### src/rtl/cpu_pkg.sv
// Shared store-path types: access-size codes and the buffered store entry.
package cpu_pkg;

  localparam logic [1:0] SZ_BYTE = 2'b00;
  localparam logic [1:0] SZ_HALF = 2'b01;
  localparam logic [1:0] SZ_WORD = 2'b10;

  typedef struct packed {
    logic [29:0] addr;
    logic [31:0] wdata;
    logic [3:0]  be;
  } st_entry_t;

  localparam int ST_ENTRY_W = $bits(st_entry_t);

endpackage

### src/rtl/store_fifo.sv
// Generic DEPTH x W synchronous FIFO with flush; flush beats push/pop.
module store_fifo #(
  parameter int DEPTH = 2,
  parameter int W     = 8
) (
  input  logic                     clk,
  input  logic                     rst,
  input  logic                     flush,
  input  logic                     push,
  input  logic [W-1:0]             din,
  input  logic                     pop,
  output logic [W-1:0]             dout,
  output logic                     full,
  output logic                     empty,
  output logic [$clog2(DEPTH):0]   count
);

  localparam int AW = $clog2(DEPTH);
  localparam logic [AW:0] FULL_CNT = DEPTH[AW:0];

  logic [W-1:0]  mem [DEPTH];
  logic [AW-1:0] wr_ptr;
  logic [AW-1:0] rd_ptr;
  logic          do_push;
  logic          do_pop;

  assign full    = (count == FULL_CNT);
  assign empty   = (count == '0);
  assign do_push = push && !full;
  assign do_pop  = pop && !empty;
  assign dout    = mem[rd_ptr];

  always_ff @(posedge clk or posedge rst) begin
    if (rst) begin
      wr_ptr <= '0;
      rd_ptr <= '0;
      count  <= '0;
    end else if (flush) begin
      wr_ptr <= '0;
      rd_ptr <= '0;
      count  <= '0;
    end else begin
      if (do_push)
        wr_ptr <= wr_ptr + 1'b1;
      if (do_pop)
        rd_ptr <= rd_ptr + 1'b1;
      if (do_push && !do_pop)
        count <= count + 1'b1;
      else if (do_pop && !do_push)
        count <= count - 1'b1;
    end
  end

  always_ff @(posedge clk) begin
    if (do_push && !flush)
      mem[wr_ptr] <= din;
  end

endmodule

### src/rtl/store_data_packer.sv
// Store narrowing, lane replication and byte enables, buffered to memory.
// Optional MISALIGN_TRAP_EN drops misaligned stores and reports them.
module store_data_packer
  import cpu_pkg::*;
#(
  parameter int DEPTH = 2
) (
  input  logic                     clk,
  input  logic                     rst,
  input  logic                     flush,
  input  logic                     st_valid,
  output logic                     st_ready,
  input  logic [31:0]              st_addr,
  input  logic [31:0]              st_data,
  input  logic [1:0]               st_size,
  output logic                     mem_valid,
  input  logic                     mem_ready,
  output logic [31:0]              mem_addr,
  output logic [31:0]              mem_wdata,
  output logic [3:0]               mem_be,
  output logic                     misalign,
  output logic [31:0]              misalign_addr,
  output logic [$clog2(DEPTH):0]   count
);

  st_entry_t ent;
  st_entry_t head;
  logic      full;
  logic      empty;
  logic      accept;
  logic      push;
  logic [1:0] lo;

  assign lo     = st_addr[1:0];
  assign accept = st_valid && st_ready;

  always_comb begin
    ent.addr  = st_addr[31:2];
    ent.wdata = st_data;
    ent.be    = 4'b1111;
    unique case (1'b1)
      (st_size == SZ_BYTE): begin
        ent.wdata = {4{st_data[7:0]}};
        ent.be    = 4'b0001 << lo;
      end
      (st_size == SZ_HALF): begin
        ent.wdata = {2{st_data[15:0]}};
        ent.be    = lo[1] ? 4'b1100 : 4'b0011;
      end
      default: ;
    endcase
  end

`ifdef MISALIGN_TRAP_EN
  logic mis;

  always_comb begin
    mis = 1'b0;
    unique case (1'b1)
      (st_size == SZ_BYTE): mis = 1'b0;
      (st_size == SZ_HALF): mis = lo[0];
      default:              mis = (lo != 2'b00);
    endcase
  end

  assign push = accept && !mis;

  always_ff @(posedge clk or posedge rst) begin
    if (rst) begin
      misalign      <= 1'b0;
      misalign_addr <= '0;
    end else begin
      misalign <= accept && mis;
      if (accept && mis)
        misalign_addr <= st_addr;
    end
  end
`else
  assign push          = accept;
  assign misalign      = 1'b0;
  assign misalign_addr = '0;
`endif

  store_fifo #(
    .DEPTH (DEPTH),
    .W     (ST_ENTRY_W)
  ) u_fifo (
    .clk   (clk),
    .rst   (rst),
    .flush (flush),
    .push  (push),
    .din   (ent),
    .pop   (mem_valid && mem_ready),
    .dout  (head),
    .full  (full),
    .empty (empty),
    .count (count)
  );

  assign st_ready  = !full;
  assign mem_valid = !empty;
  // Head is masked so an empty buffer presents all-zero outputs.
  assign mem_addr  = mem_valid ? {head.addr, 2'b00} : '0;
  assign mem_wdata = mem_valid ? head.wdata : '0;
  assign mem_be    = mem_valid ? head.be : '0;

endmodule

### config.mk
export PLATFORM = sky130hd
export DESIGN_NAME = store_data_packer
export DESIGN_NICKNAME = d
export VERILOG_FILES = /design/src/rtl/cpu_pkg.sv /design/src/rtl/store_fifo.sv /design/src/rtl/store_data_packer.sv
export SDC_FILE = /design/constraint.sdc
export NUM_CORES = 1
export LEC_CHECK = 0
export CORE_MARGIN = 5
export CORE_UTILIZATION = 49
export DETAILED_ROUTE_END_ITERATION = 8
export PLACE_DENSITY = 0.83
export REMOVE_ABC_BUFFERS = 1
export SETUP_SLACK_MARGIN = 0.3
export SYNTH_ARGS = -nofsm -noshare
export SYNTH_HDL_FRONTEND = slang
export SYNTH_SLANG_ARGS = --single-unit
export TNS_END_PERCENT = 100
### constraint.sdc
create_clock -name clk -period 13.32 [get_ports clk]
set_input_delay 2.664 -clock clk [delete_from_list [all_inputs] [get_ports clk]]
set_output_delay 2.664 -clock clk [all_outputs]
set_load 0.01 [all_outputs]
==> results of run 1 <==
==> Yosys cell counts <==
library cell    n  share of area
xor2_1          1         0.0015
buf_2           8         0.0068
clkbuf_1        1        0.00064
buf_6           4         0.0076
conb_1          1        0.00064
mux2i_1        75           0.13
mux2_2         16          0.031
nor2_1         69          0.044
o21ai_0        10         0.0085
nor2b_2         1         0.0015
nor3b_1         2         0.0025
edfxtp_1      132           0.67
or2_0           1         0.0011
o21bai_1        4         0.0051
nor3_1          1        0.00085
o211ai_1        1         0.0013
dfrtp_1         4          0.017
buf_4          41          0.052
inv_2           1        0.00064
or3_1           1         0.0011
a21oi_1         4         0.0034
nor2b_1         1         0.0011
nor2_2          1         0.0011
nand2_1         9         0.0057
nand3b_1        1         0.0013
a21o_1          1         0.0013
inv_1           4         0.0025
==> tightest hold or removal path, stage by stage (launching register included) <==
cell,delay (ns)
dfrtp_1,0.41
o21ai_0,0.09
a21oi_1,0.07
==> metrics by stage <==
| step | hold WS, ns | power (W) | setup WS (ns) |
|---|---|---|---|
| after CTS | 0.6162 | 0.001173 | 7.981 |
| after floorplan | 0.5297 | 0.0005729 | 5.199 |
| final | 0.6198 | 0.001161 | 8.028 |
| after global placement | 0.5745 | 0.0006405 | 8.454 |
| after global routing | 0.6749 | 0.001205 | 7.833 |
| after detailed placement | 0.6063 | 0.0006440 | 8.431 |
==> state kept, by name, indices dropped and copies added, names as in the netlist <==
name / count
u_fifo.mem: 132
u_fifo.count: 2
u_fifo.rd_ptr: 1
u_fifo.wr_ptr: 1
==> power groups by stage <==
stage               combinational, W  sequential (W)  clock (W)
finish                      0.000131        0.000503   0.000527
global placement            0.000129        0.000511          0
global route                0.000141        0.000505   0.000559
floorplan                  0.0000622        0.000511          0
CTS                         0.000133        0.000504   0.000537
detailed placement          0.000132        0.000512          0
==> logic make-up (layout without fill, tap and decap cells) <==
logic type | after synthesis | in the layout | synth area share
xor gates and xnor gates | 1 | 1 | 0.001487
buffers and inverters | 59 | 183 | 0.07050
other | 1 | 35 | 0.0006365
AOI/OAI and AO/OA | 20 | 20 | 0.01954
and+or+nand+nor | 87 | 87 | 0.06010
muxes | 91 | 91 | 0.1580
DFF | 136 | 136 | 0.6897
==> path summary, 6_finish.rpt <==
path                                endpoint  slack [ns]
setup / recovery               mem_wdata[14]        8.03
hold / removal                 u_fifo.wr_ptr        0.62
setup reg to reg           u_fifo.mem[1][22]       11.37
hold reg to reg                u_fifo.wr_ptr        0.62
max in group asynchronous      u_fifo.rd_ptr       10.67
min in group asynchronous    u_fifo.count[0]        2.46
==> cell type report <==
type	instances	area share
Inverter	5	0.002361
Multi-Input combinational cell	234	0.1960
Clock inverter	14	0.03085
Clock buffer	18	0.05399
Tap cell	147	0.02314
Sequential cell	136	0.5117
Timing Repair Buffer	146	0.1820
==> layer usage <==
layer / global-route usage / part of all wire / vias up / wire (µm)
li1: - / - / 1661 / -
met5: 0 / 0 / - / 0
met3: 0.04100 / 0.060 / 11 / 695
met4: 0.06729 / 0.013 / 0 / 145
met2: 0.2825 / 0.52 / 136 / 6055
met1: 0.1856 / 0.40 / 1634 / 4641
==> metrics.txt, run 1 <==
core area 11,910 µm²; grt total ovfl 0; DIE WIDTH 119.7 µm; TritonCTS Buffers 17; min-delay worst type flop to flop; area of the multi-input gates 1558 µm²; Post-DP HPWL 7597 µm; critical path launch point u_fifo.count[0]; layout cell share with drive strength beyond 1 0.1085; Clock power frac 0.454; Sequential cell area 4068 µm²; post-route cell area 7949 µm²; mapped cell area 5892 µm²; DR iter-0 viols 134; placed insts 668; f_max 188.9 MHz; status finished, final reports clean; Vias/cell 4.917; Buf/Inv on CP 2; vias in the first global route 3,486; Period minus WS final 5.293 ns; Avg Inst Size Synth 14.92 µm²; cells after synthesis 395; final period utilization 0.3973; Top Ports 176; sequential share of the synthesized area 0.6897; Internal Pwr Total 0.0009146 W; Max Cap Viol 0; Clk Latency, worst-skew pair 0.40 ns; Worst path depth 4; sequential share of power 0.433; initial core utilization 0.4946; fill count 842; power density over cell area 146.1 nW/µm²; RSZ-0062 raised after global routing false; first-pass GRT wire length 17,710 µm; Worst setup EP type output pin; peak supply drop 0.00008004 V; Worst slew margin 0.2118; endpoints failing setup 0; crit path max-delay cell type nor2_4; post-placement cell area 7274 µm²; GRT Overall Usage 0.1603; Die Height 119.7 µm; arrival time worst endpoint 2.63 ns; commonest cells after routing, fill and taps aside 140 x clkdlybuf4s50_1, 132 x edfxtp_1, 75 x mux2i_1; crit-path cells nor2_4, buf_4, nor2_1, clkdlybuf4s50_1; Unique masters post-synth 27; most common cell after layout, fill and taps aside clkdlybuf4s50_1; FF+latch count, synth 136; Comb pwr share 0.113; Pins Over Slew Limit 0; DRC 0; ANT nets after route 0; hold path depth 2; RR Startpoint u_fifo.count[1]; worst-path fanout max 35; Net Switching 0.0002464 W; initial antenna violation count 0; min-delay src u_fifo.wr_ptr; clk slew on worst S/H paths 0.06 ns; Clock Skews 0.009251 ns; family with the most delay on the worst path buffers and inverters; Post-CTS Setup Inserts 0; CTS root buf clkbuf_16; fin util 0.6673; CTS max path bufs 2; yosys warns 0; Post-CTS Hold Buffers 0; fin cells 700; Post-layout nets 611; Worst Setup Start Kind flop; final WL 11,540 µm; CTS tree built; Placement Rows 40; Die Area 14,320 µm²; Crit Path Category flop to output pin; I/O Buffers 140; Sink Count 136; Diodes inserted 0; Hold Fails Final Rpt 0; routability cong. 0.7899; CTS H-Tree Depth 4; largest net degree at the start of global routing 68; Worst EP required 10.66 ns; Lkg Pwr 2.769 nW; area grow syn2layout 34.91%; switching share of total power 0.2122; Worst path max stage delay 0.65 ns; drt pass-1 iters 4; worst r2r path cells 5; Slew @ Worst Pin 1.182 ns; setup_tns 0 ns; Via Count 3,442; drt wl/cell 16.48 µm; Post-CTS Resized 0
Power figures use the tool's default switching activity.
==> run 2, diff against run 1 <==
--- a/config.mk
+++ b/config.mk
@@ -6,9 +6,9 @@
 export NUM_CORES = 1
 export LEC_CHECK = 0
 export CORE_MARGIN = 5
-export CORE_UTILIZATION = 49
+export CORE_UTILIZATION = 43
 export DETAILED_ROUTE_END_ITERATION = 8
-export PLACE_DENSITY = 0.83
+export PLACE_DENSITY = 0.77
 export REMOVE_ABC_BUFFERS = 1
 export SETUP_SLACK_MARGIN = 0.3
 export SYNTH_ARGS = -nofsm -noshare
==> constraint.sdc (replaced) <==
create_clock -name clk -period 4.4 [get_ports clk]
set_input_delay 0.88 -clock clk [delete_from_list [all_inputs] [get_ports clk]]
set_output_delay 0.88 -clock clk [all_outputs]
set_load 0.01 [all_outputs]
==> run 2 against run 1 <==
Effect of this change:
- utilization is 7.6 points lower
- setup slack worse by 6.9 ns
- clock skew is 0.0038 ns lower
- clock power grew to 2.6 times the previous value
- sequential power grew to 3.0 times the previous value
- sequential share of layout area is 0.34 points higher
- largest cell class unchanged
- largest power group is now sequential cells
==> metrics.txt, run 2 (same netlist as run 1, synthesis figures left out) <==
f_max 301.9 MHz; hold path depth 2 (unchanged); first-pass GRT wire length 18,510 µm (was 17,710 µm); end of the worst hold path u_fifo.wr_ptr (unchanged); Net Switching 0.0007075 W (was 0.0002464 W); Comb pwr share 0.124 (was 0.113); Worst Setup Start Kind flop (unchanged); Die Height 127.1 µm (was 119.7 µm); min-delay worst type flop to flop (unchanged); Top Ports 176 (unchanged); initial antenna violation count 0 (unchanged); Internal Pwr Total 0.002587 W (was 0.0009146 W); most common cell after layout, fill and taps aside clkdlybuf4s50_1 (unchanged); Slew @ Worst Pin 0.9116 ns (was 1.182 ns); Worst EP required 3.52 ns (was 10.66 ns); Diodes inserted 0 (unchanged); grt total ovfl 0 (unchanged); ANT nets after route 0 (unchanged); layout cell share with drive strength beyond 1 0.09765 (was 0.1085); CTS tree built (unchanged); final period utilization 0.7528; worst r2r path cells 5 (unchanged); final WL 12,020 µm (was 11,540 µm); Post-DP HPWL 7874 µm (was 7597 µm); Clock Skews 0.005491 ns (was 0.009251 ns); pre-CTS WS 1.458 ns (was 8.431 ns); I/O Buffers 140 (unchanged); Largest register FFs 132 (unchanged); Worst slew margin 0.3923 (was 0.2118); Hold Fails Final Rpt 0 (unchanged); Pins Over Slew Limit 0 (unchanged); Vias/cell 4.760 (was 4.917); Reg2Reg Capture Point u_fifo.mem[1][37] (was u_fifo.mem[1][22]); vias in the first global route 3,564 (was 3,486); initial core utilization 0.4414 (was 0.4946); clk slew on worst S/H paths 0.05 ns (was 0.06 ns); Post-CTS Resized 0 (unchanged); RR Startpoint u_fifo.count[1] (unchanged); Post-CTS Hold Buffers 0 (unchanged); drt pass-1 iters 5 (was 4); arrival time worst endpoint 2.43 ns (was 2.63 ns); min-delay src u_fifo.wr_ptr (unchanged); worst-path fanout max 44 (was 35); setup_tns 0 ns (unchanged); peak supply drop 0.0002874 V (was 0.00008004 V); Post-CTS Setup Inserts 0 (unchanged); Post-layout nets 611 (unchanged); Lkg Pwr 2.723 nW (was 2.769 nW); CTS H-Tree Depth 4 (unchanged); commonest cells after routing, fill and taps aside 140 x clkdlybuf4s50_1, 132 x edfxtp_1, 75 x mux2i_1 (unchanged); DR iter-0 viols 201 (was 134); Period minus WS final 3.312 ns; Worst Slack Setup Final 1.088 ns (was 8.028 ns); DIE WIDTH 127.1 µm (was 119.7 µm); largest net degree at the start of global routing 67 (was 68); critical path launch point u_fifo.rd_ptr (was u_fifo.count[0]); CTS root buf clkbuf_16 (unchanged); core area 13,350 µm² (was 11,910 µm²); FF-to-FF setup slack 2.23 ns (was 11.37 ns); sequential share of power 0.460 (was 0.433); Top Registers u_fifo.mem (132), u_fifo.count (2) (unchanged); Placement Rows 42 (was 40); largest reg by FF count u_fifo.mem (unchanged); DRC 0 (unchanged); RSZ-0062 raised after global routing false (unchanged); endpoints failing setup 0 (unchanged); drt wl/cell 16.49 µm (was 16.48 µm); Via Count 3,470 (was 3,442); Crit Path Category flop to output pin (unchanged); Sink Count 136 (unchanged); Clock power frac 0.416 (was 0.454); Clk Latency, worst-skew pair 0.41 ns (was 0.40 ns); switching share of total power 0.2147 (was 0.2122); fill count 1,070 (was 842); power density over cell area 417.3 nW/µm² (was 146.1 nW/µm²); area grow syn2layout 34.02% (was 34.91%); CTS max path bufs 2 (unchanged); GRT Overall Usage 0.1500 (was 0.1603); routability cong. 0.7836 (was 0.7899); Worst setup EP type output pin (unchanged); status finished, final reports clean (unchanged); TritonCTS Buffers 17 (unchanged); Max Cap Viol 0 (unchanged); Die Area 16,140 µm² (was 14,320 µm²)
==> run 2: power by group through the flow <==
stage          logic [W]  registers (W)  clock network [W]
5_1_grt         0.000443        0.00152            0.00147
3_3_place_gp    0.000406        0.00154                  0
2_1_floorplan   0.000188        0.00155                  0
4_1_cts         0.000416        0.00152            0.00140
6_report        0.000409        0.00152            0.00137
3_5_place_dp    0.000414        0.00154                  0
==> run 2: worst max-delay path by stage <==
stage	end	slack, ns
floorplan	u_fifo.mem[1][0]	-1.94
global placement	mem_addr[12]	1.47
detailed placement	u_fifo.mem[0][18]	1.46
CTS	mem_addr[25]	1.01
global route	mem_addr[25]	0.89
finish	mem_addr[2]	1.09
==> run 2: stage by stage <==
stage                     power (W)  hold WS [ns]  utilization  instances  cell area (µm²)
final                      0.003295        0.5967       0.5916        729             7896
after global routing       0.003429        0.6451       0.5916        729             7896
after CTS                  0.003334        0.5910       0.5916        729             7896
after detailed placement   0.001956        0.5870       0.5487        697             7323
after global placement     0.001946        0.5637       0.5487        697             7323
after floorplan            0.001734        0.5297            -        375             5623
==> run 2: critical path, cell delays in order (launching register included) <==
cell             delay (ns)
dfrtp_4                0.95
buf_12                 0.29
mux2i_1                0.23
nor2_1                 0.06
clkdlybuf4s50_1        0.48
==> run 2: final cells by class <==
cell class / instances / area, µm² / area share
Clock inverter: 9 / 125.1 / 0.01585
Sequential cell: 136 / 4068 / 0.5151
Multi-Input combinational cell: 234 / 1558 / 0.1973
Tap cell: 176 / 220.2 / 0.02789
Clock buffer: 23 / 447.9 / 0.05673
Timing Repair Buffer: 146 / 1459 / 0.1848
Inverter: 5 / 18.77 / 0.002377
==> run 2: routing by layer <==
layer / GRT usage / vias up / wire length, µm
met1: 0.1718 / 1658 / 4844
met4: 0.06814 / 0 / 212
met2: 0.2597 / 142 / 6072
met3: 0.04466 / 17 / 889
met5: 0 / - / 0
li1: - / 1653 / -
==> run 3, diff against run 2 <==
--- a/config.mk
+++ b/config.mk
@@ -6,9 +6,9 @@
 export NUM_CORES = 1
 export LEC_CHECK = 0
 export CORE_MARGIN = 5
-export CORE_UTILIZATION = 43
+export CORE_UTILIZATION = 47
 export DETAILED_ROUTE_END_ITERATION = 8
-export PLACE_DENSITY = 0.77
+export PLACE_DENSITY = 0.8
 export REMOVE_ABC_BUFFERS = 1
 export SETUP_SLACK_MARGIN = 0.3
 export SYNTH_ARGS = -nofsm -noshare
==> constraint.sdc (replaced) <==
create_clock -name clk -period 3.1 [get_ports clk]
set_input_delay 0.62 -clock clk [delete_from_list [all_inputs] [get_ports clk]]
set_output_delay 0.62 -clock clk [all_outputs]
set_load 0.01 [all_outputs]
==> run 3 against run 2 <==
Effect of this change:
- clock power rose by 25%
- final area barely moved
- wire length fell by 1.9%
- clock skew rose by 0.0027 ns
- via count rose by 0.95%
- register-to-register slack got worse by 0.99 ns
- critical endpoint is now mem_wdata[26]
- largest cell class unchanged
==> metrics.txt, run 3 (same netlist as run 1, synthesis figures left out) <==
peak supply drop 0.0003067 V (was 0.0002874 V); initial antenna violation count 0 (unchanged); clk slew on worst S/H paths 0.05 ns (about the same); core area 12,470 µm² (was 13,350 µm²); Pins Over Slew Limit 0 (unchanged); first-pass GRT wire length 18,260 µm (was 18,510 µm); Hold Fails Final Rpt 0 (unchanged); pre-CTS WS 0.7220 ns (was 1.458 ns); Post-DP HPWL 7892 µm (was 7874 µm); Worst slew margin 0.6164 (was 0.3923); DIE WIDTH 122.0 µm (was 127.1 µm); Via Count 3,503 (was 3,470); CTS H-Tree Depth 4 (unchanged); Worst EP required 2.48 ns (was 3.52 ns); vias in the first global route 3,637 (was 3,564); Top Registers u_fifo.mem (132), u_fifo.count (2) (unchanged); Max Cap Viol 0 (unchanged); fill count 966 (was 1,070); min-delay worst type primary input to async pin (was flop to flop); largest net degree at the start of global routing 38 (was 67); Post-CTS Setup Inserts 0 (unchanged); drt wl/cell 16.24 µm (was 16.49 µm); RSZ-0062 raised after global routing false (unchanged); power density over cell area 564.4 nW/µm² (was 417.3 nW/µm²); Largest register FFs 132 (unchanged); FF-to-FF setup slack 1.24 ns (was 2.23 ns); f_max 374.3 MHz; Placement Rows 41 (was 42); Period minus WS final 2.671 ns; I/O Buffers 140 (unchanged); area grow syn2layout 33.89% (was 34.02%); Lkg Pwr 2.721 nW (was 2.723 nW); Post-layout nets 615 (was 611); Crit Path Category flop to output pin (unchanged); most common cell after layout, fill and taps aside clkdlybuf4s50_1 (unchanged); largest reg by FF count u_fifo.mem (unchanged); Die Height 122.0 µm (was 127.1 µm); GRT Overall Usage 0.1621 (was 0.1500); Clk Latency, worst-skew pair 0.41 ns (about the same); arrival time worst endpoint 2.05 ns (was 2.43 ns); Die Area 14,880 µm² (was 16,140 µm²); worst-path fanout max 36 (was 44); layout cell share with drive strength beyond 1 0.09567 (was 0.09765); DR iter-0 viols 190 (was 201); Clock Skews 0.008199 ns (was 0.005491 ns); Top Ports 176 (unchanged); RR Startpoint u_fifo.count[1] (unchanged); commonest cells after routing, fill and taps aside 140 x clkdlybuf4s50_1, 132 x edfxtp_1, 75 x mux2i_1 (unchanged); Slew @ Worst Pin 0.5747 ns (was 0.9116 ns); CTS tree built (unchanged); final period utilization 0.8617; routability cong. 0.7642 (was 0.7836); DRC 0 (unchanged); post-route cell area 7889 µm² (was 7896 µm²); worst hold slack 0.4210 ns (was 0.5967 ns); critical path launch point u_fifo.count[0] (was u_fifo.rd_ptr); endpoints failing setup 0 (unchanged); Sink Count 136 (unchanged); TritonCTS Buffers 17 (unchanged); initial core utilization 0.4726 (was 0.4414); status finished, final reports clean (unchanged); Worst Slack Setup Final 0.4286 ns (was 1.088 ns); Diodes inserted 0 (unchanged); ANT nets after route 0 (unchanged); final WL 11,790 µm (was 12,020 µm); drt pass-1 iters 4 (was 5); Worst setup EP type output pin (unchanged); Worst Setup Start Kind flop (unchanged); CTS max path bufs 2 (unchanged); post-placement cell area 7386 µm² (was 7323 µm²); grt total ovfl 0 (unchanged); CTS root buf clkbuf_16 (unchanged); Vias/cell 4.825 (was 4.760)
run 3: changes by cell type in the layout (fill, tap and decap cells not counted), sizes merged:
cell	previous run	this run
bufinv	3	1
buf	6	10
clkinvlp	1	0
clkinv	5	7
clkbuf	23	21
run 3: routing by layer:
layer / GRT usage / part of all wire / vias to the layer above
met4: 0.07493 / 0.018 / 0
li1: - / - / 1661
met5: 0 / 0 / -
met2: 0.2662 / 0.48 / 158
met3: 0.05803 / 0.083 / 17
met1: 0.1911 / 0.42 / 1667
run 3: layout make-up:
| cell class | instances | area [µm²] | area share |
|---|---|---|---|
| clock buffers | 21 | 440.4 | 0.05583 |
| clock inverters | 8 | 58.81 | 0.007454 |
| inverters | 5 | 18.77 | 0.002379 |
| multi-input cells | 234 | 1558 | 0.1975 |
| flip-flops and latches | 136 | 4068 | 0.5156 |
| well taps | 172 | 215.2 | 0.02728 |
| repair buffers | 150 | 1530 | 0.1940 |
run 3: path summary, 6_finish.rpt:
path,to,depth (start not counted)
min in group clk,u_fifo.wr_ptr,2
max,mem_wdata[26],4
max reg2reg,u_fifo.mem[0][63],5
max in group asynchronous,u_fifo.rd_ptr,2
min reg2reg,u_fifo.wr_ptr,2
min,u_fifo.count[0],2
run 3: report_power, final:
| part | internal, W | total (W) | leakage, nW | switching (W) |
|---|---|---|---|---|
| combinational | 0.000318 | 0.000619 | 1.21 | 0.000301 |
| clock | 0.00107 | 0.00171 | 0.244 | 0.000640 |
| sequential | 0.00211 | 0.00213 | 1.26 | 0.0000208 |
| total | 0.00349 | 0.00445 | 2.72 | 0.000962 |
run 3: through the flow:
stage          utilization  total power [W]  TNS, ns  cells
2_1_floorplan            -         0.002462  -409.85    375
3_3_place_gp        0.5925         0.002767        0    697
3_5_place_dp        0.5925         0.002782        0    697
4_1_cts             0.6325         0.004505        0    726
5_1_grt             0.6328         0.004640        0    726
6_report            0.6328         0.004452        0    726
run 3: critical path, cell delays in order, from the launching register on:
cell and delay (ns):
dfrtp_1 0.47, nor2_4 0.14, buf_4 0.36, nor2_1 0.13, clkdlybuf4s50_1 0.51
run 3: what timing repair did:
action,in CTS,in global routing
endpoints found under the setup margin,0,25
hold buffers,0,0
resized for setup,0,1
